===== src/rtl/action_select.sv =====
// Action selection for the Q-routing datapath. Scans this node's neighbour table for the
// highest-Q next hop, then applies an LFSR-driven epsilon-greedy choice.
module action_select #(
  parameter int                    WORD_WIDTH = 16,
  parameter logic [WORD_WIDTH-1:0] TBL_BASE   = 16'h0100,
  parameter int                    ADDR_STEP  = 2,
  parameter int                    MAX_NBR    = 8,
  parameter logic [7:0]            EPSILON    = 8'd26,
  parameter logic [7:0]            LFSR_SEED  = 8'hA5
) (
  input  logic                  clock,
  input  logic                  nreset,
  input  logic                  start,
  input  logic [WORD_WIDTH-1:0] MY_NODE_ID,
  output logic [WORD_WIDTH-1:0] address,
  input  logic [WORD_WIDTH-1:0] mem_data_out,
  output logic [WORD_WIDTH-1:0] action,
  output logic [WORD_WIDTH-1:0] besthop,
  output logic [WORD_WIDTH-1:0] best_q,
  output logic                  no_route,
  output logic                  done_action,
  output logic [2:0]            state_dbg
);

  // start/done_action form a level handshake: a run begins when start=1 is sampled
  // with done_action=0; done_action then stays high (results stable) until start=0
  // is sampled, and start must be seen low for at least one cycle between runs.

  typedef enum logic [2:0] {
    IDLE = 3'd0,
    CNT  = 3'd1,
    SCAN = 3'd2,
    EXPL = 3'd3,
    PICK = 3'd4,
    DONE = 3'd5
  } state_t;

  localparam logic [7:0]            SEED = (LFSR_SEED == 8'h00) ? 8'h01 : LFSR_SEED;
  localparam logic [WORD_WIDTH-1:0] STEP = WORD_WIDTH'(ADDR_STEP);
  localparam logic [3:0]            NMAX = 4'(MAX_NBR);

  state_t                state, state_n;
  logic [3:0]            n, n_cap, cnt;
  logic [2:0]            k, idx;
  logic [7:0]            lfsr, lfsr_next, elig;
  logic                  found, exploring;
  logic                  cur_elig, last_q, found_any, take, k_ge_n, k_ok, explore;
  logic [WORD_WIDTH-1:0] id_buf [0:7];

  assign state_dbg = state;

  // Even read index is an ID, odd is its Q; idx is the table entry being read.
  assign n_cap     = (mem_data_out > WORD_WIDTH'(MAX_NBR)) ? NMAX : mem_data_out[3:0];
  assign idx       = cnt[3:1];
  assign cur_elig  = (id_buf[idx] != MY_NODE_ID);
  assign last_q    = (state == SCAN) && cnt[0] && (idx == 3'(n - 4'd1));
  assign found_any = found || (cnt[0] && cur_elig);
  assign take      = cnt[0] && cur_elig && (!found || (mem_data_out > best_q));
  assign k_ge_n    = ({1'b0, k} >= n);
  assign k_ok      = !k_ge_n && elig[k];
  assign explore   = (lfsr < EPSILON);
  assign lfsr_next = {lfsr[6:0], lfsr[7] ^ lfsr[5] ^ lfsr[4] ^ lfsr[3]};

  always_ff @(posedge clock or negedge nreset) begin
    if (!nreset) state <= IDLE;
    else         state <= state_n;
  end

  always_comb begin
    state_n = state;
    case (state)
      IDLE: if (start && !done_action) state_n = CNT;
      CNT:  state_n = (n_cap == 4'd0) ? DONE : SCAN;
      SCAN: begin
        if (last_q) begin
          if (!found_any)  state_n = DONE;
          else if (explore) state_n = EXPL;
          else             state_n = PICK;
        end
      end
      EXPL: if (k_ok) state_n = PICK;
      PICK: state_n = DONE;
      DONE: if (done_action && !start) state_n = IDLE;
      default: state_n = IDLE;
    endcase
  end

  always_ff @(posedge clock or negedge nreset) begin
    if (!nreset) begin
      address     <= '0;
      action      <= '0;
      besthop     <= '0;
      best_q      <= '0;
      no_route    <= 1'b0;
      done_action <= 1'b0;
      lfsr        <= SEED;
      n           <= '0;
      cnt         <= '0;
      k           <= '0;
      elig        <= '0;
      found       <= 1'b0;
      exploring   <= 1'b0;
      for (int i = 0; i < 8; i++) id_buf[i] <= '0;
    end else begin
      case (state)
        IDLE: if (start && !done_action) address <= TBL_BASE;
        CNT: begin
          n        <= n_cap;
          cnt      <= '0;
          found    <= 1'b0;
          no_route <= 1'b0;
          if (n_cap == 4'd0) begin
            action   <= '1;
            besthop  <= '1;
            best_q   <= '0;
            no_route <= 1'b1;
          end else begin
            address <= TBL_BASE + STEP;
          end
        end
        SCAN: begin
          cnt <= cnt + 4'd1;
          if (!last_q) address <= address + STEP;
          if (!cnt[0]) begin
            id_buf[idx] <= mem_data_out;
          end else begin
            elig[idx] <= cur_elig;
            if (take) begin
              besthop <= id_buf[idx];
              best_q  <= mem_data_out;
              found   <= 1'b1;
            end
          end
          if (last_q) begin
            k         <= lfsr[2:0];
            exploring <= explore;
            if (!found_any) begin
              no_route <= 1'b1;
              action   <= '1;
              besthop  <= '1;
              best_q   <= '0;
            end
          end
        end
        EXPL: begin
          // Fold k into range first, then walk forward past self entries.
          if (k_ge_n)                            k <= 3'({1'b0, k} - n);
          else if (!elig[k] && ({1'b0, k} + 4'd1 == n)) k <= 3'd0;
          else if (!elig[k])                     k <= k + 3'd1;
        end
        PICK: action <= exploring ? id_buf[k] : besthop;
        DONE: begin
          if (!done_action) begin
            done_action <= 1'b1;
            lfsr        <= lfsr_next;
          end else if (!start) begin
            done_action <= 1'b0;
          end
        end
        default: ;
      endcase
    end
  end

endmodule


===== config.mk =====
export PLATFORM = sky130hd
export DESIGN_NAME = action_select
export DESIGN_NICKNAME = d
export VERILOG_FILES = /design/src/rtl/action_select.sv
export SDC_FILE = /design/constraint.sdc
export NUM_CORES = 1
export LEC_CHECK = 0
export ABC_AREA = 1
export BUFFER_PORTS_ARGS = -buffer_cell sky130_fd_sc_hd__buf_2
export CAP_MARGIN = 25
export CORE_MARGIN = 5
export CORE_UTILIZATION = 30
export DETAILED_ROUTE_END_ITERATION = 10
export PLACE_DENSITY = 0.51
export RECOVER_POWER = 50
export SYNTH_ARGS = -nofsm -noshare
export SYNTH_HDL_FRONTEND = slang
export SYNTH_SLANG_ARGS = --single-unit

===== constraint.sdc =====
create_clock -name clock -period 3.6 [get_ports clock]
set_clock_uncertainty 0.05 [all_clocks]
set_input_delay 0.72 -clock clock [delete_from_list [all_inputs] [get_ports clock]]
set_output_delay 0.72 -clock clock [all_outputs]
set_load 0.005 [all_outputs]

# [Word-level counts from Yosys, hierarchy flattened]
# Index checks and enable logic that the tools add are counted.
# Widths: inputs -> output; s select.
[classes] addsub=6 order_cmp=10 eq_ne=19 mux=58 n_bitwise=7 reduce_logical=34
[op_table] operator="$mux 16" n=21
[op_table] operator="$bwmux 128" n=1
[op_table] operator="$bmux 16 s3" n=2
[op_table] operator="$pmux 16 s3" n=2
[op_table] operator="$pmux 16 s2" n=2
[op_table] operator="$demux 16 s3" n=1
[op_table] operator="$mux 3" n=11
[op_table] operator="$ne 2x2->1 const B" n=10
[op_table] operator="$pmux 3 s6" n=1
[op_table] operator="$add 16x2->16 const B" n=1
[op_table] operator="$gt 16x16->1" n=1
[op_table] operator="$gt 16x4->1 const B" n=1
[op_table] operator="$ne 16x16->1" n=1
[op_table] operator="$reduce_and 4->1" n=3
[op_table] operator="$logic_and 1x1->1" n=10
[op_table] operator="$reduce_and 2->1" n=5
[op_table] operator="$mux 1" n=9
[op_table] operator="$reduce_and 3->1" n=3
[op_table] operator="$bwmux 8" n=1
[op_table] operator="$ge 4x4->1 const B" n=2
[op_table] operator="$lt 3x4->1 const B" n=2
[op_table] operator="$lt 8x5->1 const B" n=1
[op_table] operator="$not 3->4" n=2
[op_table] operator="$pmux 4 s2" n=1
[op_table] operator="other kinds (27)" n=40
[word_totals] ff_bits=226 inputBits=35 word_cells=156

# [Longest topological paths before layout]
# Gate-level depths: netlist (run 1).
[logic_depth] word_depth=12 mapped_depth=21

# [Worst setup path after synthesis (run 1)]
# Ideal clock, no wire load.
[synth_timing] path_type="register -> register" from="register k[0]" to="register k[2]" setup_time_ns=0.083 t_arrival_ns=2.433 t_required_ns=3.467 setup_slack_ns=1.035 path_stages_with_launch=15 cell_sequence="dfrtp_1 > inv_1 > clkbuf_1 > clkbuf_1 > ha_1 > fa_1 > inv_1 > nand2_1 > a31oi_1 > inv_1 > nand3_1 > nand2_1 > a21oi_1 > o21ai_0 > o22ai_1"
[synth_between] elab_chain_cells=7
[synth_lines] item="start, declared" line_no="44" rtl="logic [2:0] k, idx;"
[synth_lines] item="start signal, assigned" line_no="135" rtl="k <= lfsr[2:0];"
[synth_lines] item="start signal, assigned" line_no="147" rtl="if (k_ge_n) k <= 3'({1'b0, k} - n);"
[synth_lines] item="start signal, assigned" line_no="149" rtl="else if (!elig[k]) k <= k + 3'd1;"
[synth_lines] item="branches (longest 7 deep; another with $add 3x1->4)"
# Several ways; the timed one is not identified. The select of a mux whose other input is x is not followed.
# A chain may end at the register's enable or synchronous reset.

# [Worst setup path in the final report (run 1)]
[layout_timing] from="register cnt[2]" to="register best_q[1]"
[layout_between] elab_chain_cells=12
[layout_lines] item="start, declared" line_no="43" rtl="logic [3:0] n, n_cap, cnt;"
[layout_lines] item="start signal, assigned" line_no="122" rtl="cnt <= cnt + 4'd1;"
[layout_lines] item="$not 3->4 (implied by the code)" line_no="55" rtl="assign cur_elig = (id_buf[idx] != MY_NODE_ID);"
[layout_lines] item="$bmux 16 s3" line_no="55"
[layout_lines] item="$mux 16 (implied by the code) (2 in a row)" line_no="55"
[layout_lines] item="$ne 16x16->1" line_no="55"
[layout_lines] item="$logic_and 1x1->1" line_no="57, 58"
[layout_lines] item="$logic_and 1x1->1" line_no="58" rtl="assign take = cnt[0] && cur_elig && (!found || (mem_data_out > best_q));"
[layout_lines] item="$mux 16" line_no="128" rtl="if (take) begin"
[layout_lines] item="$mux 16" line_no="124" rtl="if (!cnt[0]) begin"
[layout_lines] item="$mux 16" line_no="137" rtl="if (!found_any) begin"
[layout_lines] item="$mux 16 (*)" line_no="134" rtl="if (last_q) begin"
[layout_lines] item="$pmux 16 s2 (*)" line_no="105" rtl="case (state)"
[layout_lines] item="end signal, assigned" line_no="130" rtl="best_q <= mem_data_out;"
[layout_lines] item="end, declared" line_no="19" rtl="output logic [WORD_WIDTH-1:0] best_q,"
# Every way passes the cells marked *; elsewhere a longest branch is shown, timed or not. The select of a mux whose other input is x is not followed.

==> impl_metrics.json, run 1 <==
{
  "ys_seq_area_frac": 0.4396,
  "report.final.slew_viol_count": 87,
  "r2r-start": "cnt[2]",
  "path_delay_family": "simple AND/OR/NAND/NOR gates",
  "crit_path_end_kind": "flip-flop",
  "worst_path_most_repeated_cell": "nand2_1",
  "finalSetupViolations": 0,
  "num_vias": 11923,
  "tightest_slew_ns": 2.367,
  "critPathArrivalTime_ns": 3.66,
  "root_buffer": "clkbuf_16",
  "routed_via_density": 4.949,
  "area_delta_synth_final_pct": 16.75,
  "cts-resized-gates": 0,
  "cp-startpoint": "cnt[2]",
  "synthCells": 1757,
  "dp_hpwl_um": 30110,
  "place_inst": 2356,
  "grt_pass1_vias": 11378,
  "rsz0062_at_grt": "false",
  "final_common_cell": "nand2_1",
  "critical_path.max_stage_delay_ns": 0.63,
  "ant_nets": 0,
  "start_util": 0.3042,
  "hold_violations": 0,
  "ys_ff_latch": 225,
  "period_share": 0.9112,
  "core_um2": 42130,
  "dieWidth_um": 216.7,
  "slew_headroom": -0.5779,
  "postRouteWirelength_um": 43360,
  "synth_edf_count": 0,
  "fin_util": 0.3552,
  "ir_worst_vdd_v": 0.0004064,
  "path_cells": "inv_2, nor2_4, buf_4, nand3_1, nand2_1, nor2_1, nand2_1, nand2_1, nor2_1, nand2_1, nor2_4, nand2_4, nand2_2, nand2_4, nand2_8, nand3_4, clkinv_2, nor2_1",
  "die_area_um2": 46960,
  "p_leak_uw": 0.007664,
  "cts_buffers": 29,
  "async_flop_share": 1.000,
  "place_congestion": 0.8539,
  "io_buffers": 102,
  "cts_tree": "yes",
  "fmax_mhz": 304.9,
  "die_y_um": 216.7,
  "fin_cells": 2409,
  "grt_use_total": 0.1817,
  "fillCellCount": 4469,
  "route.detailed.drc": 0,
  "antenna_found_initial": 1,
  "postSynthAreaPerCell_um2": 7.296,
  "synthFlopType": "dfrtp_1",
  "rows": 75,
  "status": "finished, violations left",
  "ctsHoldBuffers": 0,
  "clkLatencyLatePin_ns": 0.57,
  "layout.nets": 1907,
  "syn_nets": 1816,
  "final-seq-area_um2": 5638,
  "firstDrtPassIters": 5,
  "crit_buf_inv": 3,
  "final.setup.tns_ns": 0,
  "cp_max_fo": 21,
  "violations": "capacitance limit, slew limit",
  "multiInputGateArea_um2": 5871,
  "grt_max_degree": 87,
  "n_antenna_cell": 0,
  "yosysUniqueCellTypes": 53,
  "grt_pass1_wl_um": 67430,
  "critPathKind": "reg -> reg",
  "drv_cap": 1,
  "start_kind": "flip-flop",
  "yosys_warnings": 0,
  "min_from": "action[12]",
  "hold_class": "reg -> reg",
  "layout-drive-gt1-share": 0.1246,
  "min_period_ns": 3.280,
  "htreeDepth": 1,
  "hold_ws_ns": 0.4189,
  "cts_setup_buffers": 0,
  "wl_per_cell_um": 18.00,
  "grt-ovfl-total": 0,
  "crit_required_ns": 3.98,
  "clock_sinks": 225,
  "crit_slowest_cell": "dfrtp_1",
  "syn_area_um2": 12820,
  "path_clk_slew_ns": 0.06,
  "cts_buffer_depth": 3,
  "power_density_nw_per_um2": 811.8,
  "ios": 104,
  "drtIter0Drc": 1044,
  "layout_common_cells": "491 x nand2_1, 233 x o21ai_0, 219 x dfrtp_1"
}
area by class of cell:
type,instances,area share
Inverter,231,0.05827
Multi-Input combinational cell,1209,0.3923
Sequential cell,225,0.3767
Clock inverter,12,0.01304
Timing Repair Buffer,152,0.05911
Tap cell,539,0.04506
Clock buffer,41,0.05551
worst paths after layout:
| kind | to | slack (ns) | cells past startpoint |
|---|---|---|---|
| max | best_q[1] | 0.32 | 18 |
| min | action[12] | 0.42 | 2 |
| max reg2reg | best_q[1] | 0.32 | 18 |
| min reg2reg | action[12] | 0.42 | 2 |
| max in group asynchronous | id_buf[106] | 0.70 | 2 |
| min in group asynchronous | id_buf[29] | 0.80 | 1 |
routing by layer:
layer / part of all wire / track usage / vias up
met5: 0.00030 / 0 / -
li1: - / - / 5881
met4: 0.023 / 0.04452 / 2
met2: 0.42 / 0.2671 / 408
met3: 0.078 / 0.04075 / 61
met1: 0.48 / 0.2710 / 5571
cells in the mapped netlist, types with 19 or more instances:
cell | n | area, µm²
inv_1 | 215 | 807.0
o21ai_0 | 233 | 1166
nor3_1 | 23 | 115.1
nand3_1 | 151 | 755.7
ha_1 | 23 | 287.8
dfrtp_1 | 221 | 5530
nand4_1 | 27 | 168.9
nor2_1 | 68 | 255.2
nand2_1 | 491 | 1843
buf_2 | 19 | 95.09
a21oi_1 | 99 | 495.5
clkbuf_1 | 59 | 221.5
state kept, by name, summed over array words and instances (netlist names):
name and count:
elig 8, besthop 16, cnt 4, exploring 1
lfsr 8, no_route 1, action 16, state_dbg 3
n 4, best_q 16, id_buf 128, done_action 1
found 1, address 15, k 3
per-stage QoR:
stage | instance area, µm² | power [µW] | setup WS [ns]
after floorplan | 12820 | 7169 | 1.035
after global placement | 13990 | 9001 | 0.3314
after detailed placement | 13990 | 9063 | 0.2842
after CTS | 15010 | 12240 | 0.2556
after global routing | 14970 | 13130 | 0.04818
final | 14970 | 12150 | 0.3198
worst min-delay path, cell delays in order (launching register included):
cell and delay [ns]:
dfrtp_1 0.34, nand2_1 0.05, nand2_1 0.04
report_power, final:
part	leakage, µW	total, µW	switching, µW	internal [µW]
logic	0.00455	5160	3450	1710
clock network	0.000503	3120	1160	1960
registers	0.00262	3870	551	3320
total	0.00766	12100	5160	6990
kinds of logic after synthesis:
kind of cell | Yosys count | share of synthesized area
XOR/XNOR | 9 | 0.006149
AO/OA/AOI/OAI | 382 | 0.1572
adder cells (fa/ha/maj) | 24 | 0.02401
multiplexers | 2 | 0.001757
AND/OR/NAND/NOR | 791 | 0.2685
flip-flops | 225 | 0.4396
buffers and inverters | 323 | 0.1024
other | 1 | 0.0002925
Note: power is estimated with default switching activity, not from simulation.
==> run 2, diff against run 1 <==
--- a/config.mk
+++ b/config.mk
@@ -6,13 +6,15 @@
 export NUM_CORES = 1
 export LEC_CHECK = 0
 export ABC_AREA = 1
-export BUFFER_PORTS_ARGS = -buffer_cell sky130_fd_sc_hd__buf_2
+export BUFFER_PORTS_ARGS = -buffer_cell sky130_fd_sc_hd__buf_4
 export CAP_MARGIN = 25
 export CORE_MARGIN = 5
 export CORE_UTILIZATION = 30
 export DETAILED_ROUTE_END_ITERATION = 10
+export GPL_TIMING_DRIVEN = 1
 export PLACE_DENSITY = 0.51
 export RECOVER_POWER = 50
+export REMOVE_ABC_BUFFERS = 1
 export SYNTH_ARGS = -nofsm -noshare
 export SYNTH_HDL_FRONTEND = slang
 export SYNTH_SLANG_ARGS = --single-unit
==> impl_metrics.json, run 2 (synthesis gave the netlist of run 1 again) <==
{
  "route.detailed.drc": 0,
  "ios": 104,
  "cts_setup_buffers": 0,
  "grt_max_degree": 89,
  "multiInputGateArea_um2": 5871,
  "cp_max_fo": 29,
  "wl_met2_um": 19030,
  "finalSetupViolations": 0,
  "die_area_um2": 46960,
  "fillCellCount": 4473,
  "layout-drive-gt1-share": 0.1230,
  "period_share": 0.8815,
  "io_buffers": 102,
  "start_kind": "flip-flop",
  "cts_buffers": 29,
  "power_density_nw_per_um2": 783.0,
  "start_util": 0.3042,
  "min_period_ns": 3.174,
  "die_y_um": 216.7,
  "clkLatencyLatePin_ns": 0.59,
  "grt_pass1_wl_um": 66950,
  "slew_headroom": -0.1867,
  "critPathArrivalTime_ns": 3.60,
  "dieWidth_um": 216.7,
  "n_antenna_cell": 0,
  "top_register": "id_buf",
  "status": "finished, violations left",
  "cts_tree": "yes",
  "ir_worst_vdd_v": 0.0003913,
  "path_clk_slew_ns": 0.06,
  "crit_path_end_kind": "flip-flop",
  "wl_per_cell_um": 17.97,
  "p_total_uw": 11850,
  "clock_sinks": 225,
  "hold_class": "in -> reg",
  "rsz0062_at_grt": "false",
  "num_vias": 11954,
  "largest_reg_flops": 128,
  "routed.top_layer": "met4",
  "grt_pass1_vias": 11191,
  "grt-ovfl-total": 0,
  "violations": "capacitance limit, slew limit",
  "met1_length_um": 20530,
  "critPathKind": "reg -> reg",
  "core_um2": 42130,
  "htreeDepth": 1,
  "crit_required_ns": 4.02,
  "area_delta_synth_final_pct": 18.05,
  "firstDrtPassIters": 5,
  "cts-resized-gates": 0,
  "fmax_mhz": 315.1,
  "antenna_found_initial": 0,
  "grt_use_total": 0.1804,
  "drtIter0Drc": 913,
  "final_common_cell": "nand2_1",
  "p_leak_uw": 0.007707,
  "postRouteWirelength_um": 43140,
  "layout_common_cells": "491 x nand2_1, 233 x o21ai_0, 219 x dfrtp_1",
  "place_congestion": 0.8293,
  "report.final.slew_viol_count": 69,
  "ctsHoldBuffers": 0,
  "hold_violations": 0,
  "tightest_slew_ns": 1.780,
  "cts_buffer_depth": 3,
  "layout.nets": 1903,
  "ant_nets": 0,
  "root_buffer": "clkbuf_16",
  "routed_via_density": 4.979,
  "final-seq-area_um2": 5638,
  "rows": 75,
  "final.setup.tns_ns": 0,
  "wl_met3_um": 2746,
  "drv_cap": 1,
  "dp_hpwl_um": 28160
}
==> run 2: cell types whose count changed in the layout (fill, tap and decap cells not counted), sizes merged <==
cell	delta
bufinv	-3
buf	-12
clkbuf	+9
clkinv	-1
clkinvlp	-1
==> run 2: critical path: stages (launching register included) <==
cell and delay (ns):
dfrtp_2 0.42, inv_2 0.53, buf_12 0.24, nand2_1 0.06, nand3_1 0.08, nand2_1 0.08
inv_1 0.08, nand2_1 0.06, nand2_1 0.06, nand2_1 0.06, nor2_1 0.14, nand2_1 0.15
nor2_4 0.20, nand2_4 0.12, nand2_2 0.09, nand2_4 0.08, nand2_8 0.09, nand3_4 0.24
nand2_1 0.16, nand2_1 0.06
==> run 2: per-layer routing <==
layer | global-route usage | vias up
met3 | 0.03265 | 58
met2 | 0.2810 | 349
li1 | - | 5904
met1 | 0.2615 | 5643
met4 | 0.04282 | 0
met5 | 0 | -
==> run 2: path summary, 6_finish.rpt <==
| path | slack (ns) | to | cells past startpoint | startpoint |
|---|---|---|---|---|
| setup reg to reg | 0.43 | action[15] | 19 | cnt[1] |
| hold reg to reg | 0.42 | action[10] | 2 | action[10] |
| min in group asynchronous | 0.55 | id_buf[47] | 1 | nreset |
| setup / recovery | 0.43 | action[15] | 19 | cnt[1] |
| max in group asynchronous | 0.73 | cnt[1] | 2 | nreset |
| hold / removal | 0.38 | best_q[11] | 3 | mem_data_out[11] |
==> run 2: cell type report <==
class | instances | area share
Multi-Input combinational cell | 1209 | 0.3880
Sequential cell | 225 | 0.3726
Tap cell | 539 | 0.04457
Clock buffer | 42 | 0.05317
Inverter | 231 | 0.05763
Clock inverter | 7 | 0.006615
Timing Repair Buffer | 148 | 0.07748
==> run 2: per-stage QoR <==
| stage | area, µm² | setup slack [ns] | hold WS (ns) | cells | util |
|---|---|---|---|---|---|
| floorplan | 12380 | -0.9144 | 0.3744 | 1665 | - |
| global placement | 14290 | 0.4299 | 0.4147 | 2352 | 0.3391 |
| detailed placement | 14290 | 0.4149 | 0.4144 | 2352 | 0.3391 |
| CTS | 15190 | 0.4301 | 0.04337 | 2401 | 0.3605 |
| global route | 15130 | 0.1405 | 0.3747 | 2401 | 0.3591 |
| finish | 15130 | 0.4264 | 0.3758 | 2401 | 0.3591 |
==> run 2: power by group <==
group          switching, µW  total (µW)  internal [µW]
Combinational           3260        5140           1880
Sequential               576        3900           3320
Clock                   1130        2810           1680
Total                   4960       11800           6890
==> run 3, diff against run 2 <==
--- a/config.mk
+++ b/config.mk
@@ -10,6 +10,7 @@
 export CAP_MARGIN = 25
 export CORE_MARGIN = 5
 export CORE_UTILIZATION = 30
+export CTS_BUF_LIST = sky130_fd_sc_hd__clkbuf_8 sky130_fd_sc_hd__clkbuf_16
 export DETAILED_ROUTE_END_ITERATION = 10
 export GPL_TIMING_DRIVEN = 1
 export PLACE_DENSITY = 0.51
==> impl_metrics.json, run 3 (synthesis gave the netlist of run 1 again) <==
{
  "io_buffers": 102,
  "route.detailed.drc": 0,
  "fmax_mhz": 316.2,
  "cp_max_fo": 29,
  "layout-drive-gt1-share": 0.1230,
  "p_leak_uw": 0.007749,
  "area_delta_synth_final_pct": 18.05,
  "rsz0062_at_grt": "false",
  "clkLatencyLatePin_ns": 0.59,
  "hold_class": "in -> reg",
  "largest_reg_flops": 128,
  "top_register": "id_buf",
  "critical_path.max_stage_delay_ns": 0.53,
  "tightest_slew_ns": 1.778,
  "worst_path_most_repeated_cell": "nand2_1",
  "final_common_cell": "nand2_1",
  "p_total_uw": 11850,
  "path_cells": "inv_2, buf_12, nand2_1, nand3_1, nand2_1, inv_1, nand2_1, nand2_1, nand2_1, nor2_1, nand2_1, nor2_4, nand2_4, nand2_2, nand2_4, nand2_8, nand3_4, nand2_1, nand2_1",
  "p_int_uw": 6858,
  "hold_violations": 0,
  "cp-startpoint": "cnt[1]",
  "final-seq-area_um2": 5638,
  "start_util": 0.3042,
  "firstDrtPassIters": 5,
  "antenna_found_initial": 0,
  "seqPwrFrac": 0.329,
  "swShare": 0.4211,
  "cts_tree": "yes",
  "multiInputGateArea_um2": 5871,
  "crit_slowest_cell": "inv_2",
  "drtIter0Drc": 873,
  "dieWidth_um": 216.7,
  "power_density_nw_per_um2": 782.8,
  "r2r-start": "cnt[1]",
  "cts_setup_buffers": 0,
  "cts-resized-gates": 0,
  "routed_via_density": 5.011,
  "switchingPower_uw": 4988,
  "ir_worst_vdd_v": 0.0003927,
  "n_antenna_cell": 0,
  "core_um2": 42130,
  "ant_nets": 0,
  "min_from": "mem_data_out[11]",
  "finalSetupViolations": 0,
  "ctsHoldBuffers": 0,
  "die_area_um2": 46960,
  "drv_cap": 1,
  "hold_ws_ns": 0.3760,
  "crit_path_end": "action[15]",
  "place_congestion": 0.8293,
  "r2r_cells": 19,
  "path_clk_slew_ns": 0.06,
  "layout.nets": 1903,
  "status": "finished, violations left",
  "start_kind": "flip-flop",
  "min_period_ns": 3.163,
  "report.final.slew_viol_count": 69,
  "root_buffer": "clkbuf_16",
  "htreeDepth": 1,
  "slew_headroom": -0.1852,
  "rows": 75,
  "layout_common_cells": "491 x nand2_1, 233 x o21ai_0, 225 x inv_1",
  "ios": 104,
  "grt_use_total": 0.1804,
  "critPathKind": "reg -> reg",
  "worst_r2r_endpoint": "action[15]",
  "violations": "capacitance limit, slew limit",
  "combPwrFrac": 0.435,
  "grt_pass1_wl_um": 66960,
  "period_share": 0.8785,
  "fillCellCount": 4473,
  "fin_area_um2": 15130,
  "power_frac_clock": 0.235,
  "crit_path_end_kind": "flip-flop",
  "cts_buffers": 29,
  "clock_sinks": 225,
  "postRouteWirelength_um": 43220,
  "grt-ovfl-total": 0,
  "placed_area_um2": 14290,
  "dp_hpwl_um": 28160,
  "r2r_slack_ns": 0.44,
  "die_y_um": 216.7,
  "wl_per_cell_um": 18.00,
  "grt_max_degree": 89,
  "grt_pass1_vias": 11189,
  "cts_buffer_depth": 3,
  "critPathArrivalTime_ns": 3.59,
  "num_vias": 12032,
  "crit_required_ns": 4.02
}
==> run 3: changes by cell type in the layout (fill, tap and decap cells not counted), sizes merged <==
cell | before | now
clkbuf | 68 | 58
inv | 226 | 236
==> run 3: metrics by stage <==
step	TNS (ns)	setup slack, ns	std cells	utilization
floorplan	-37.89	-0.9144	1665	-
global placement	0	0.4299	2352	0.3391
detailed placement	0	0.4149	2352	0.3391
CTS	0	0.4303	2401	0.3605
global route	0	0.1408	2401	0.3591
finish	0	0.4374	2401	0.3591
==> run 3: power groups by stage <==
stage | clock [µW] | sequential, µW | combinational, µW
floorplan | 0 | 3950 | 3050
global placement | 0 | 3930 | 5120
detailed placement | 0 | 3940 | 5180
CTS | 2880 | 3900 | 5190
global route | 2980 | 4020 | 5810
finish | 2790 | 3900 | 5150
==> run 3: layer usage <==
layer | share of wire | GRT usage | vias up | wire (µm)
met5 | 0 | 0 | - | 0
met4 | 0.019 | 0.04282 | 0 | 802
met3 | 0.066 | 0.03265 | 55 | 2854
met2 | 0.44 | 0.2810 | 339 | 19140
met1 | 0.47 | 0.2615 | 5732 | 20420
li1 | - | - | 5906 | -
==> run 3: how the worst min path moves through the flow <==
stage | to | slack [ns] | cells after the start
floorplan | action[0] | 0.37 | 0
global placement | action[13] | 0.41 | 2
detailed placement | action[10] | 0.41 | 2
CTS | best_q[13] | 0.04 | 1
global route | best_q[11] | 0.37 | 3
finish | best_q[11] | 0.38 | 3
==> run 3: final cells by class <==
| type | count | area share |
|---|---|---|
| Inverter | 231 | 0.05763 |
| Sequential cell | 225 | 0.3726 |
| Tap cell | 539 | 0.04457 |
| Timing Repair Buffer | 148 | 0.07748 |
| Clock buffer | 32 | 0.05069 |
| Clock inverter | 17 | 0.009095 |
| Multi-Input combinational cell | 1209 | 0.3880 |
==> run 3: critical path: cells and delay by family, from the launching register on <==
kind          cells  cell delay [ns]
flops             1             0.42
buf+inv           3             0.85
simple gates     16             1.73
